--- config.mk ---
export PLATFORM = sky130hd
export DESIGN_NAME = freq_bcd_counter
export DESIGN_NICKNAME = d
export VERILOG_FILES = /design/src/rtl/freq_pkg.sv /design/src/rtl/freq_bcd_counter_bcd_digit.sv /design/src/rtl/freq_bcd_counter.sv
export SDC_FILE = /design/constraint.sdc
export NUM_CORES = 1
export LEC_CHECK = 0
export CELL_PAD_IN_SITES_DETAIL_PLACEMENT = 2
export CELL_PAD_IN_SITES_GLOBAL_PLACEMENT = 2
export CORE_ASPECT_RATIO = 0.6
export CORE_MARGIN = 2
export CORE_UTILIZATION = 46
export CTS_BUF_LIST = sky130_fd_sc_hd__clkbuf_2
export DETAILED_ROUTE_END_ITERATION = 12
export DONT_BUFFER_PORTS = 1
export PLACE_DENSITY_LB_ADDON = 0.1
export SLEW_MARGIN = 20
export SYNTH_ARGS = -nofsm -noshare
export SYNTH_HDL_FRONTEND = slang
export SYNTH_SLANG_ARGS = --single-unit
--- constraint.sdc ---
create_clock -name clk -period 5.38 [get_ports clk]
set_input_delay 0 -clock clk [delete_from_list [all_inputs] [get_ports clk]]
set_output_delay 0 -clock clk [all_outputs]
set_load 0.005 [all_outputs]
--- src/rtl/freq_pkg.sv ---
// Shared BCD definitions for the gated frequency counter.
package freq_pkg;

  localparam int DIG_W   = 4;
  localparam int MAX_DIG = 16;

  typedef logic [DIG_W-1:0] bcd_digit_t;

  localparam bcd_digit_t BCD_MAX = 4'd9;

  // Returns 9 in each of the low ndig digits; callers slice to their width.
  function automatic logic [DIG_W*MAX_DIG-1:0] all_nines(input int ndig);
    logic [DIG_W*MAX_DIG-1:0] r;
    r = '0;
    for (int i = 0; i < MAX_DIG; i++) begin
      if (i < ndig) r[DIG_W*i +: DIG_W] = BCD_MAX;
    end
    return r;
  endfunction

endpackage

--- src/rtl/freq_bcd_counter_bcd_digit.sv ---
// One decade counter stage of the BCD accumulator.
module bcd_digit
  import freq_pkg::*;
(
  input  logic       clk,
  input  logic       rst_n,
  input  logic       inc_in,
  input  logic       en,
  input  logic       clr,
  output bcd_digit_t q,
  output bcd_digit_t nxt,
  output logic       carry_out
);

  assign carry_out = inc_in & (q == BCD_MAX);
  // nxt is the pre-clear value, so the top can latch a result that includes this cycle's edge.
  assign nxt = inc_in ? ((q == BCD_MAX) ? '0 : q + 4'd1) : q;

  always_ff @(posedge clk or negedge rst_n) begin
    if (!rst_n)  q <= '0;
    else if (clr) q <= '0;
    else if (en)  q <= nxt;
  end

endmodule

--- src/rtl/freq_bcd_counter.sv ---
// Gated frequency counter with packed BCD result; FREQ_HOLD_EN adds a display-freeze hold input.
module freq_bcd_counter
  import freq_pkg::*;
#(
  parameter int GATE_CYCLES = 50_000_000,
  parameter int NDIG        = 4
) (
  input  logic                  clk,
  input  logic                  rst_n,
  input  logic                  sig_in,
`ifdef FREQ_HOLD_EN
  input  logic                  hold,
`endif
  output logic [DIG_W*NDIG-1:0] bcd_out,
  output logic                  valid,
  output logic                  ovf
);

  localparam int TW = (GATE_CYCLES > 1) ? $clog2(GATE_CYCLES) : 1;
  localparam logic [TW-1:0] TC_VAL = TW'(GATE_CYCLES - 1);
  localparam logic [DIG_W*MAX_DIG-1:0] ALL9_FULL = all_nines(NDIG);
  localparam logic [DIG_W*NDIG-1:0] ALL9 = ALL9_FULL[DIG_W*NDIG-1:0];

  logic                  hold_eff;
  logic                  s1_reg, s2_reg, s3_reg;
  logic                  rise, tc, sat, update;
  logic [TW-1:0]         cnt_reg;
  logic                  win_ovf_reg;
  logic [NDIG-1:0]       inc, carry;
  logic [DIG_W*NDIG-1:0] accum_q, accum_nxt;

`ifdef FREQ_HOLD_EN
  assign hold_eff = hold;
`else
  assign hold_eff = 1'b0;
`endif

  assign rise   = s2_reg & ~s3_reg;
  assign tc     = (cnt_reg == TC_VAL);
  // A carry out of the top digit means the window count just passed all-9s.
  assign sat    = carry[NDIG-1];
  assign update = tc & ~hold_eff;
  assign inc[0] = rise;

  for (genvar gi = 0; gi < NDIG; gi++) begin : g_digit
    if (gi > 0) begin : g_chain
      assign inc[gi] = carry[gi-1];
    end
    bcd_digit u_digit (
      .clk       (clk),
      .rst_n     (rst_n),
      .inc_in    (inc[gi]),
      .en        (~sat),
      .clr       (tc),
      .q         (accum_q[DIG_W*gi +: DIG_W]),
      .nxt       (accum_nxt[DIG_W*gi +: DIG_W]),
      .carry_out (carry[gi])
    );
  end

  always_ff @(posedge clk or negedge rst_n) begin
    if (!rst_n) begin
      s1_reg      <= 1'b0;
      s2_reg      <= 1'b0;
      s3_reg      <= 1'b0;
      cnt_reg     <= '0;
      win_ovf_reg <= 1'b0;
      valid       <= 1'b0;
      bcd_out     <= '0;
      ovf         <= 1'b0;
    end else begin
      s1_reg      <= sig_in;
      s2_reg      <= s1_reg;
      s3_reg      <= s2_reg;
      cnt_reg     <= tc ? '0 : cnt_reg + TW'(1);
      win_ovf_reg <= tc ? 1'b0 : (win_ovf_reg | sat);
      valid       <= update;
      if (update) begin
        bcd_out <= sat ? ALL9 : accum_nxt;
        ovf     <= win_ovf_reg | sat;
      end
    end
  end

endmodule
==> results.sh <==
export IMPL_outcome="completed"
export IMPL_yosys_top_cells_area="sky130_fd_sc_hd__dfrtp_1, sky130_fd_sc_hd__nor2_1, sky130_fd_sc_hd__xor2_1"
export IMPL_ctsResizeCount=0
export IMPL_synth_ff_type="sky130_fd_sc_hd__dfrtp_1"
export IMPL_combinationalPowerShare_pct=10.4
export IMPL_totalWireLength_mm=7.61
export IMPL_grt_antenna_before_repair=0
export IMPL_criticalPathCategory="reg2reg"
export IMPL_cpLargestDelayFamily="simple AND/OR/NAND/NOR gates"
export IMPL_rsz0062_at_grt="false"
export IMPL_power_switching_mw=0.266
export IMPL_wl_per_cell_microns=19.8
export IMPL_fp_dieW_microns=108
export IMPL_finish_net_count=300
export IMPL_hold_viol=0
export IMPL_initial_utilization_pct=48.0
export IMPL_cts_root_buffer="sky130_fd_sc_hd__clkbuf_2"
export IMPL_syn_nets=291
export IMPL_power_share_sequential_pct=58.6
export IMPL_clock_tree_from_tritoncts="done"
export IMPL_drtIter0Drc=76
export IMPL_cp_buf_inv_count=0
export IMPL_drc_errors=0
export IMPL_library_cell_with_the_highest_instance_count_after_synthesis="sky130_fd_sc_hd__dfrtp_1"
export IMPL_synth_top_cell_area_share_pct=53.8
export IMPL_critical_path_required_ps=5760
export IMPL_fin_worst_skew_ps=38.3
export IMPL_netlist_area_sq_mm=0.00298
export IMPL_fillCellCount=652
export IMPL_worstSetupStartpoint="cnt_reg[9]$_DFF_PN0_"
export IMPL_place_gp_congestion=0.741
export IMPL_numCtsBuffers=9
export IMPL_drtPass1Iterations=4
export IMPL_fin_setup_tns_ps=0
export IMPL_grt_max_degree=65
export IMPL_cts_sinks=64
export IMPL_netlist_top_cell_by_area="sky130_fd_sc_hd__dfrtp_1"
export IMPL_timing_hold_worst_class="in2async"
export IMPL_numPortBuffers=0
export IMPL_worstPathArrival_ps=2690
export IMPL_setup_worst_path_start_class="flop"
export IMPL_leakage_nw=1.44
export IMPL_timing_fmax_mhz=434
export IMPL_synthesis_yosys_warnings=0
export IMPL_flow_area_growth_from_synthesis_pct=8.03
export IMPL_cts_htree_levels=3
export IMPL_largest_register_ffs=26
export IMPL_fp_row_count=22
export IMPL_first_global_vias=2327
export IMPL_final_critical_path_share_of_the_clock_period_pct=42.8
export IMPL_final_hold_worst_slack_ps=91.5
export IMPL_grt_overall_usage_pct=24.5
export IMPL_grt_first_pass_wirelength_mm=12.6
export IMPL_ys_ff_latch=64
export IMPL_final_layout_size_suffix_gt1_share_pct=12.0
export IMPL_antenna_cells_inserted=0
export IMPL_setup_viol=0
export IMPL_die_area_sq_mm=0.00715
export IMPL_drtAntennaViolNets=0
export IMPL_timing_worst_slew_pin_value_ps=1010
export IMPL_power_per_cell_area_mw_per_mm2=284
export IMPL_critical_path_max_stage_delay_ps=770
export IMPL_die_h_microns=66.3
export IMPL_switching_share_pct=29.2
export IMPL_ctsLongestPathBuffers=2
export IMPL_core_area_sq_mm=0.00619
export IMPL_top_level_ports=21
export IMPL_critical_path_endpoint_type="flop"
export IMPL_ys_top_cells_by_count="sky130_fd_sc_hd__dfrtp_1, sky130_fd_sc_hd__nor2_1, sky130_fd_sc_hd__nand2_1"
export IMPL_utilization_of_the_core_after_routing_pct=51.9
export IMPL_clkSlewWorstSetupHoldPaths_ps=200
export IMPL_synth_enable_flop_cells=0
export IMPL_library_cells_used_by_synthesis=41
export IMPL_dpl_hpwl_mm=4.83
export IMPL_cap_violations=0
export IMPL_fraction_of_registers_with_async_set_or_reset_after_synthesis_pct=100
export IMPL_slew_limit_headroom_pct=32.7
export IMPL_detailroute_via_count=2182
export IMPL_reg2reg_from="cnt_reg[9]$_DFF_PN0_"
export IMPL_grt_overflow_total=0
export IMPL_route_detailed_vias_per_inst=5.67
export IMPL_netlist_instances=287
export IMPL_clkPwrFrac_pct=31.0
export IMPL_slew_violations=0
export IMPL_vdd_ir_drop_worst_mv=0.145
export IMPL_crit_slowest_cell="sky130_fd_sc_hd__or3_1"
export IMPL_min_period_ps=2300
export IMPL_postSynthAreaPerCell_sq_um=10.4
export IMPL_skew_pair_late_insertion_delay_ps=530
export IMPL_post_cts_setup_buffer_count=0
export IMPL_path_max_fanout=26
export IMPL_synth_seq_area_share_pct=53.8
export IMPL_p_int_mw=0.645
export IMPL_crit_path_cell_trace="nor4_2, nand4_2, or3_1, nand2_1, o21ai_2"
## cell usage in the layout, fill, tap and decap left out, drive strengths merged
| cell | instances |
|---|---|
| a211oi | 1 |
| a21boi | 1 |
| a21o | 1 |
| a21oi | 11 |
| and2 | 2 |
| and3 | 5 |
| and3b | 1 |
| and4 | 6 |
| and4bb | 3 |
| buf | 3 |
| bufinv | 1 |
| clkbuf | 11 |
| clkinv | 4 |
| dfrtp | 64 |
| dlygate4sd3 | 3 |
| ha | 1 |
| inv | 6 |
| mux2i | 3 |
| nand2 | 27 |
| nand2b | 3 |
| nand3 | 13 |
| nand3b | 2 |
| nand4 | 10 |
| nor2 | 43 |
| nor2b | 2 |
| nor3 | 10 |
| nor3b | 4 |
| nor4 | 4 |
| nor4bb | 1 |
| o21a | 2 |
| o21ai | 18 |
| or2 | 1 |
| or3 | 6 |
| xnor2 | 13 |
| xor2 | 15 |
## power by group through the flow
stage                     combinational (mW)  sequential (mW)  clock, mW
after floorplan                       0.0629            0.533          0
after global placement                0.0755            0.541          0
after detailed placement              0.0780            0.542          0
after CTS                             0.0954            0.534      0.293
after global routing                   0.107            0.539      0.311
final                                 0.0946            0.535      0.282
## path summary, 6_finish.rpt
kind / endpoint / slack (ps) / depth (start not counted)
hold reg to reg: s2_reg$_DFF_PN0_ / 390 / 0
min in group clk: s2_reg$_DFF_PN0_ / 390 / 0
setup reg to reg: bcd_out[10]$_DFFE_PN0P_ / 3080 / 5
max in group asynchronous: g_digit[2].u_digit.q[1]$_DFFE_PN0P_ / 4970 / 3
setup / recovery: bcd_out[10]$_DFFE_PN0P_ / 3080 / 5
hold / removal: cnt_reg[10]$_DFF_PN0_ / 90 / 3
## cell type report
class	instances	area (sq um)	share of cell area, %
timing repair buffer	6	92.6	2.88
clock buffer	11	55.1	1.71
clock inverter	5	47.5	1.48
inverter	6	22.5	0.701
tap	84	105	3.27
sequential	64	1600	49.8
multi-input combinational	209	1290	40.1
## worst min-delay path, cell delays in order
cell                            delay, ps
sky130_fd_sc_hd__dlygate4sd3_1        630
sky130_fd_sc_hd__buf_16               130
sky130_fd_sc_hd__buf_16               280
## stage by stage
step | cell area, sq um | setup WS, ps | total power [mW] | cells
2_1_floorplan | 2980 | 3680 | 0.595 | 287
3_3_place_gp | 3030 | 3220 | 0.617 | 364
3_5_place_dp | 3030 | 3130 | 0.620 | 364
4_1_cts | 3210 | 3120 | 0.922 | 385
5_1_grt | 3210 | 2870 | 0.956 | 385
6_report | 3210 | 3080 | 0.912 | 385
## logic make-up (layout without fill, tap and decap cells)
group,after synthesis,in the layout,synth area share [%]
and+or+nand+nor,143,143,26.5
DFF,64,64,53.8
AOI/OAI and AO/OA,34,34,7.02
xor gates and xnor gates,28,28,8.24
buffers and inverters,14,28,3.03
muxes,3,3,1.01
adders and majority gates,1,1,0.420
## routing by layer
metal	track usage, %	vias to the layer above	wire length (microns)
met2	35.9	63	3310
met3	8.08	16	447
met1	33.6	1089	3700
met5	0	-	0
met4	9.94	0	159
li1	-	1014	-
## repair_timing
item / in CTS / in global routing
endpoints found under the setup margin: 0 / 0
endpoints found under the hold margin: 65 / 0
hold buffers: 5 / 0
Note: power is estimated with default switching activity, not from simulation.
